[src/rtl/mac16_mult.sv]
// mac16_mult: 16x16 multiply/accumulate slice with SB_MAC16-style configuration.
// Each 16-bit output half independently shows the 16x16 product, an 8x8 product,
// a combinational add/sub against C/D, or a CE-gated wrapping accumulator.
module mac16_mult #(
  parameter bit         A_SIGNED         = 1'b0,
  parameter bit         B_SIGNED         = 1'b0,
  parameter bit         A_REG            = 1'b0,
  parameter bit         B_REG            = 1'b0,
  parameter logic [1:0] TOPOUTPUT_SELECT = 2'b11,
  parameter logic [1:0] BOTOUTPUT_SELECT = 2'b11
) (
  input  logic        CLK,
  input  logic        RST_N,
  input  logic        CE,
  input  logic [15:0] A,
  input  logic [15:0] B,
  input  logic [15:0] C,
  input  logic [15:0] D,
  input  logic        ADDSUBTOP,
  input  logic        ADDSUBBOT,
  output logic [31:0] O
);

  localparam logic [1:0] SEL_ADDSUB = 2'b00;
  localparam logic [1:0] SEL_ACC    = 2'b01;
  localparam logic [1:0] SEL_MUL8   = 2'b10;

  logic [15:0] a_q, b_q;
  logic [15:0] am, bm;
  logic signed [31:0] a_ext, b_ext, p32;
  logic signed [15:0] at_ext, bt_ext, pt8;
  logic [15:0] pb8;
  logic [15:0] p_hi, p_lo;
  logic [15:0] add_t, add_b;
  logic [15:0] acc_t_q, acc_t_d, acc_b_q, acc_b_d;

  // Selects one output half's source; the mode is a parameter so this folds to a wire.
  function automatic logic [15:0] sel_half(input logic [1:0] mode, input logic [15:0] addsub,
                                           input logic [15:0] acc, input logic [15:0] p8,
                                           input logic [15:0] p16);
    logic [15:0] r;
    case (mode)
      SEL_ADDSUB: r = addsub;
      SEL_ACC:    r = acc;
      SEL_MUL8:   r = p8;
      default:    r = p16;
    endcase
    return r;
  endfunction

  // Optional CE-gated input registers ahead of the multiplier.
  always_ff @(posedge CLK or negedge RST_N) begin
    if (!RST_N) begin
      a_q <= '0;
      b_q <= '0;
    end else if (CE) begin
      a_q <= A;
      b_q <= B;
    end
  end

  assign am = A_REG ? a_q : A;
  assign bm = B_REG ? b_q : B;

  // Products: operands extended per their signedness so an unsigned 0xFFFF stays 65535;
  // the low 32 bits of a 32x32 product equal the low 32 bits of the exact 17x17 product.
  always_comb begin
    a_ext  = {{16{A_SIGNED & am[15]}}, am};
    b_ext  = {{16{B_SIGNED & bm[15]}}, bm};
    p32    = a_ext * b_ext;
    at_ext = {{8{A_SIGNED & am[15]}}, am[15:8]};
    bt_ext = {{8{B_SIGNED & bm[15]}}, bm[15:8]};
    pt8    = at_ext * bt_ext;
    pb8    = {8'h00, am[7:0]} * {8'h00, bm[7:0]};
  end

  assign p_hi = p32[31:16];
  assign p_lo = p32[15:0];

  // Per-half add/sub paths, both combinational and accumulator next-state; halves never share a carry.
  always_comb begin
    add_t   = ADDSUBTOP ? (C - p_hi) : (C + p_hi);
    add_b   = ADDSUBBOT ? (D - p_lo) : (D + p_lo);
    acc_t_d = ADDSUBTOP ? (acc_t_q - p_hi) : (acc_t_q + p_hi);
    acc_b_d = ADDSUBBOT ? (acc_b_q - p_lo) : (acc_b_q + p_lo);
  end

  // Wrapping accumulators, advanced only on CE edges.
  always_ff @(posedge CLK or negedge RST_N) begin
    if (!RST_N) begin
      acc_t_q <= '0;
      acc_b_q <= '0;
    end else if (CE) begin
      acc_t_q <= acc_t_d;
      acc_b_q <= acc_b_d;
    end
  end

  assign O = {sel_half(TOPOUTPUT_SELECT, add_t, acc_t_q, pt8, p_hi),
              sel_half(BOTOUTPUT_SELECT, add_b, acc_b_q, pb8, p_lo)};

endmodule

[config.mk]
export PLATFORM = sky130hd
export DESIGN_NAME = mac16_mult
export DESIGN_NICKNAME = d
export VERILOG_FILES = /design/src/rtl/mac16_mult.sv
export SDC_FILE = /design/constraint.sdc
export NUM_CORES = 1
export LEC_CHECK = 0
export BUFFER_PORTS_ARGS = -buffer_cell sky130_fd_sc_hd__buf_2
export CAP_MARGIN = 20
export CORE_MARGIN = 8
export CORE_UTILIZATION = 30
export DETAILED_ROUTE_END_ITERATION = 7
export PLACE_DENSITY_LB_ADDON = 0.25
export SYNTH_ARGS = -nofsm -noshare
export SYNTH_HDL_FRONTEND = slang
export SYNTH_SLANG_ARGS = --single-unit
export TNS_END_PERCENT = 1
[constraint.sdc]
create_clock -name vclk -period 11.42
set_clock_uncertainty 0.2 [all_clocks]
set_input_delay 2.284 -clock vclk [all_inputs]
set_output_delay 2.284 -clock vclk [all_outputs]
set_load 0.005 [all_outputs]
# After elaboration in Yosys (flattened, before gate mapping)

Cells that the tools add are included.

Multipliers: 1

Operators with widths:

| cell                         | number |
|---|---|
| multiplier 16 x 16 -> 32 bit | 1 |

Logic and storage cells: 1
Input bits: 69
Register bits: 0

# Longest topological paths before layout

Gate-level depths: netlist of the first run.

Depth after elaboration: 1
Mapped depth: 21
Depth with buffers taken out: 20

# Worst setup path after synthesis of the first run

OpenSTA, ideal clock, no wires.

Path kind: input port to output port
From: in B[1]
To: out O[28]
Slack: 1.560 ns
Path buffers: 1
Stages on the path: 19
Data arrival time: 7.376 ns
Path through: clkbuf_1 nand2_1 fa_1 fa_1 fa_1 fa_1 inv_1 fa_1 inv_1 fa_1 inv_1 ha_1 nand2_1 nor3_2 o211ai_1 a31oi_1 nor4_1 or4_1 nand3b_1

Longest elaborated chain between the ends: 1

RTL lines:

| element                      | line | text |
|---|---|---|
| from (decl)                  | 16   | `input logic [15:0] B,` |
| multiplier 16 x 16 -> 32 bit | 70   | `p32 = a_ext * b_ext;` |
| to (decl)                    | 21   | `output logic [31:0] O` |

No other way between the ends.

# Final worst setup path of the first run

From: in A[7]
To: out O[28]

Longest elaborated chain between the ends: 1

RTL lines:

| element                      | line | text |
|---|---|---|
| from (decl)                  | 15   | `input logic [15:0] A,` |
| multiplier 16 x 16 -> 32 bit | 70   |  |

No other way between the ends.

==> results of run 1 <==
-- per-stage QoR --
step                      util, %  hold WS (ns)  setup slack, ns
after floorplan                 -         4.478            1.560
after global placement      33.08         4.884           0.6610
after detailed placement    33.08         4.880           0.6315
after CTS                   33.08         4.880           0.6069
after global routing        33.08         4.917           0.1280
final                       33.08         4.868           0.5519
-- critical path, cell delays in order --
cell and delay (ns):
buf_2 0.34, nand2_1 0.14, fa_1 0.56, inv_1 0.06
fa_1 0.49, inv_1 0.06, fa_1 0.53, inv_1 0.05
fa_1 0.45, fa_1 0.49, inv_1 0.05, fa_1 0.48
inv_1 0.04, ha_1 0.54, nand2_1 0.13, nor3_2 0.16
o211ai_1 0.29, a31oi_1 0.34, nor4_1 0.15, or4_1 0.53
nand3b_1 0.10, buf_2 0.12
-- cell usage after synthesis, types with 2 or more instances --
master / n / area share, %
a211oi_1: 2 / 0.18
o31ai_1: 2 / 0.18
nand4_1: 2 / 0.15
nor2_1: 15 / 0.66
a21o_1: 4 / 0.35
xor2_1: 10 / 1.0
o21ai_0: 14 / 0.83
inv_1: 232 / 10
o211ai_1: 3 / 0.27
fa_1: 194 / 46
nand2_1: 157 / 6.9
xnor2_1: 18 / 1.9
a31oi_1: 4 / 0.29
and2_1: 125 / 9.2
nor2b_1: 4 / 0.29
nand3_1: 8 / 0.47
a21oi_1: 24 / 1.4
o21bai_1: 3 / 0.27
nor3_1: 3 / 0.18
clkbuf_1: 32 / 1.4
ha_1: 104 / 15
nand2b_1: 3 / 0.22
-- kinds of logic (layout without fill, tap and decap cells) --
group	Yosys count	after routing	share of synthesized area, %
buffers and inverters	264	303	11.67
AND/OR/NAND/NOR	323	323	18.66
AO/OA/AOI/OAI	70	70	5.585
multiplexers	1	1	0.1326
adder cells (fa/ha/maj)	298	298	61.07
XOR/XNOR	28	28	2.888
-- cells in the final DEF (no fill, tap or decap), types with 7 or more instances in the layout --
master,instances
buf_2,64
a21oi_1,24
nand2_1,157
nand3_1,8
inv_1,232
and2_1,125
xnor2_1,18
buf_4,7
xor2_1,10
ha_1,104
fa_1,194
o21ai_0,14
nor2_1,15
-- worst paths after layout --
path / to / slack (ns) / cells after the start
worst max-delay path: O[28] / 0.55 / 22
worst min-delay path: O[0] / 4.87 / 3
-- final cells by class --
| type | count | area (sq um) | share of cell area [%] |
|---|---|---|---|
| Multi-Input combinational cell | 720 | 7500 | 81.37 |
| Inverter | 232 | 870.8 | 9.449 |
| Tap cell | 378 | 473.0 | 5.132 |
| Timing Repair Buffer | 71 | 372.9 | 4.046 |
-- layer usage --
layer | part of all wire [%] | track usage, %
met1 | 45 | 18.93
met2 | 46 | 22.75
met3 | 7.2 | 2.264
met4 | 1.8 | 1.936
met5 | 0.058 | 0
==> results by group, run 1 <==
Run status
  • Status: finished, final reports clean

GRT
  • Largest net degree at the start of global routing: 17
  • First-pass GRT wire length: 37,230 um
  • Initial antenna violation count: 2
  • Vias in the first global route: 6,985
  • Global route total overflow: 0
  • Tot GR Track Use: 13.73%

Floorplan
  • Core Box Area: 0.02786 sq mm
  • Die Wd: 184.2 um
  • FP Rows: 61
  • Starting Density: 30.48%
  • Area of the die: 0.03394 sq mm
  • Top Ports: 101
  • Die Height: 184.2 um

Route
  • ANT nets after route: 0
  • Post-route DRC: 0
  • Initial DRC Count: 270
  • Routed vias/inst: 4.550
  • WL final: 22,500 um
  • DR vias: 6,374
  • DRT Pass-1 Iters: 4
  • Routed len/inst: 16.06 um

Cells and area
  • Fillers: 3,020
  • Nets: 1,392
  • Fin area: 0.009216 sq mm
  • Layout area overhead: 8.547%
  • Num sequential: 0
  • Share of cells above drive strength 1: 8.016%
  • N_diodes: 0
  • Non-filler cells, final: 1,401
  • Clkbuf count: 0
  • Register Area: 0 sq um

Critical path
  • CP Capture Type: output pin
  • CP startpoint: A[7]
  • WP data arrival: 8.38 ns
  • CP startpoint kind: input pin
  • Worst-path fanout max: 16
  • Setup CP Type: in2out
  • WP data required: 8.94 ns

Placed design
  • Port bufs: 64
  • DP Wirelength: 18,580 um
  • Placement Cell Area: 0.009216 sq mm
  • Inst Count DP: 1,401
  • Routability cong.: 0.8133

Yosys
  • Synthesized netlist cell count: 984
  • Synth cell types: 43
  • Seq/Total Area, Yosys: 0%
  • Mapped Nets: 1,351
  • Syn Area/Cell: 8.629 sq um
  • Area of the mapped netlist: 0.008491 sq mm
  • Warnings, synthesis: 0

Clock network
  • Hold_buf cts: 0
  • Resized Gates After CTS: 0
  • Post-CTS Setup Bufs: 0

Timing
  • Worst Tran Pin Value: 0.8193 ns
  • Max Fclk: 0.09201 GHz
  • Max_slew headroom: 44.80%
  • Post-route setup TNS: 0 ns
  • Slew Limit Fails: 0
  • Fin. Hold Viols: 0
  • Fin crit period: 10.87 ns
  • RSZ-0062 raised after global routing: false
  • Setup violations, final: 0
  • Period Utilization, post-route: 95.17%

Hold path
  • Hold crit path type: in2out
  • Hold Crit Start: A[0]

Job
  • Max-cap violation count: 0
Power of run 1 is not shown: default switching activity piles up to over one toggle a cycle in this logic, so the estimate is an artifact.
==> run 2, diff against run 1 <==
==> constraint.sdc (replaced) <==
create_clock -name vclk -period 11.42
set_clock_uncertainty 0.2 [all_clocks]
set_input_delay 1.713 -clock vclk [all_inputs]
set_output_delay 1.713 -clock vclk [all_outputs]
set_load 0.005 [all_outputs]
==> results by group, run 2 (synthesis results as in run 1) <==
Route
  • Routed len/inst: 15.77 um
  • WL final: 21,980 um
  • DR vias: 6,436
  • Routed vias/inst: 4.617
  • Initial DRC Count: 255
  • ANT nets after route: 0
  • Post-route DRC: 0
  • DRT Pass-1 Iters: 4

Critical path
  • Largest stage delay on the critical path: 0.60 ns
  • Slowest CP cell: a31oi_1
  • WP data arrival: 7.79 ns
  • CP Capture Type: output pin
  • Critical-path cell list: buf_2 -> nand2_1 -> fa_1 -> fa_1 -> fa_1 -> fa_1 -> inv_1 -> fa_1 -> inv_1 -> fa_1 -> inv_1 -> ha_1 -> a21oi_1 -> o21ai_0 -> a31oi_1 -> a21oi_1 -> o21ai_0 -> nor2b_1 -> xnor2_1 -> buf_2
  • Worst-path fanout max: 16
  • CP startpoint kind: input pin
  • WP data required: 9.51 ns
  • Most frequent CP cell: fa_1
  • Setup CP Type: in2out

Job
  • Max-cap violation count: 0

Cells and area
  • Share of cells above drive strength 1: 7.382%
  • Nets: 1,385
  • Most common cell after layout, fill and taps aside: inv_1
  • Fin area: 0.009164 sq mm
  • Register Area: 0 sq um
  • Most frequent cells in the layout: 232 x inv_1, 194 x fa_1, 157 x nand2_1, 125 x and2_1, 104 x ha_1
  • Layout area overhead: 7.928%
  • Num sequential: 0
  • Fillers: 3,002
  • N_diodes: 0
  • Clkbuf count: 0

GRT
  • Initial antenna violation count: 1
  • Largest net degree at the start of global routing: 17
  • Tot GR Track Use: 13.46%
  • Vias in the first global route: 6,951
  • Global route total overflow: 0
  • First-pass GRT wire length: 36,910 um

Timing
  • Post-route setup TNS: 0 ns
  • Fin. Hold Viols: 0
  • Fin crit period: 9.703 ns
  • Max Fclk: 0.1031 GHz
  • Slew Limit Fails: 0
  • Max_slew headroom: 37.80%
  • Setup violations, final: 0
  • Worst Tran Pin Value: 0.9232 ns
  • RSZ-0062 raised after global routing: false
  • Period Utilization, post-route: 84.96%

Hold path
  • Worst hold endpoint: O[0]
  • Hold path cells: 3
  • Hold crit path type: in2out
  • Hold Crit Start: A[0]

Clock network
  • Resized Gates After CTS: 0
  • Hold_buf cts: 0
  • Post-CTS Setup Bufs: 0

Run status
  • Status: finished, final reports clean

Floorplan
  • FP Rows: 61
  • Top Ports: 101
  • Starting Density: 30.48%
  • Die Height: 184.2 um
  • Area of the die: 0.03394 sq mm
  • Die Wd: 184.2 um
  • Core Box Area: 0.02786 sq mm

Placed design
  • Routability cong.: 0.7900
  • DP Wirelength: 18,010 um
  • Placement Cell Area: 0.009164 sq mm
  • Port bufs: 64
run 2: cell count changes in the layout (fill, tap and decap cells not counted), sizes merged:
| cell | change |
|---|---|
| buf | -7 |
run 2: per-stage QoR:
step / util [%] / hold WS [ns] / setup WS, ns / std cells
2_1_floorplan: - / 3.336 / 2.702 / 984
6_report: 32.89 / 3.733 / 1.717 / 1394
3_5_place_dp: 32.89 / 3.729 / 1.676 / 1394
4_1_cts: 32.89 / 3.729 / 1.652 / 1394
3_3_place_gp: 32.89 / 3.741 / 1.681 / 1394
5_1_grt: 32.89 / 3.775 / 1.224 / 1394
run 2: how the worst max path moves through the flow:
stage / startpoint / to / cells after the start / slack [ns]
final: A[10] / O[26] / 20 / 1.72
after global routing: A[10] / O[30] / 20 / 1.22
after CTS: A[10] / O[26] / 20 / 1.65
after detailed placement: A[10] / O[26] / 20 / 1.68
after global placement: A[10] / O[26] / 20 / 1.68
after floorplan: B[1] / O[28] / 19 / 2.70
run 2: worst max-delay path: cells and delay by family:
| kind | cells | cell delay, ns |
|---|---|---|
| fa+ha+maj | 7 | 3.43 |
| compound gates | 5 | 1.50 |
| buf+inv | 5 | 0.67 |
| simple gates | 2 | 0.36 |
| xor+xnor | 1 | 0.13 |
run 2: cell type report:
cell class / instances / area [sq um] / area share [%]
multi-input combinational: 720 / 7500 / 81.84
tap: 378 / 473.0 / 5.161
timing repair buffer: 64 / 320.3 / 3.495
inverter: 232 / 870.8 / 9.503
run 2: metal layers:
layer	track usage, %	part of all wire (%)	up-vias
met5	0	0	-
met1	19.78	48	3304
met4	0.5486	0.44	0
met2	22.47	46	135
met3	0.8663	5.0	8
li1	-	-	2989
Power of run 2 is left out for the same reason.
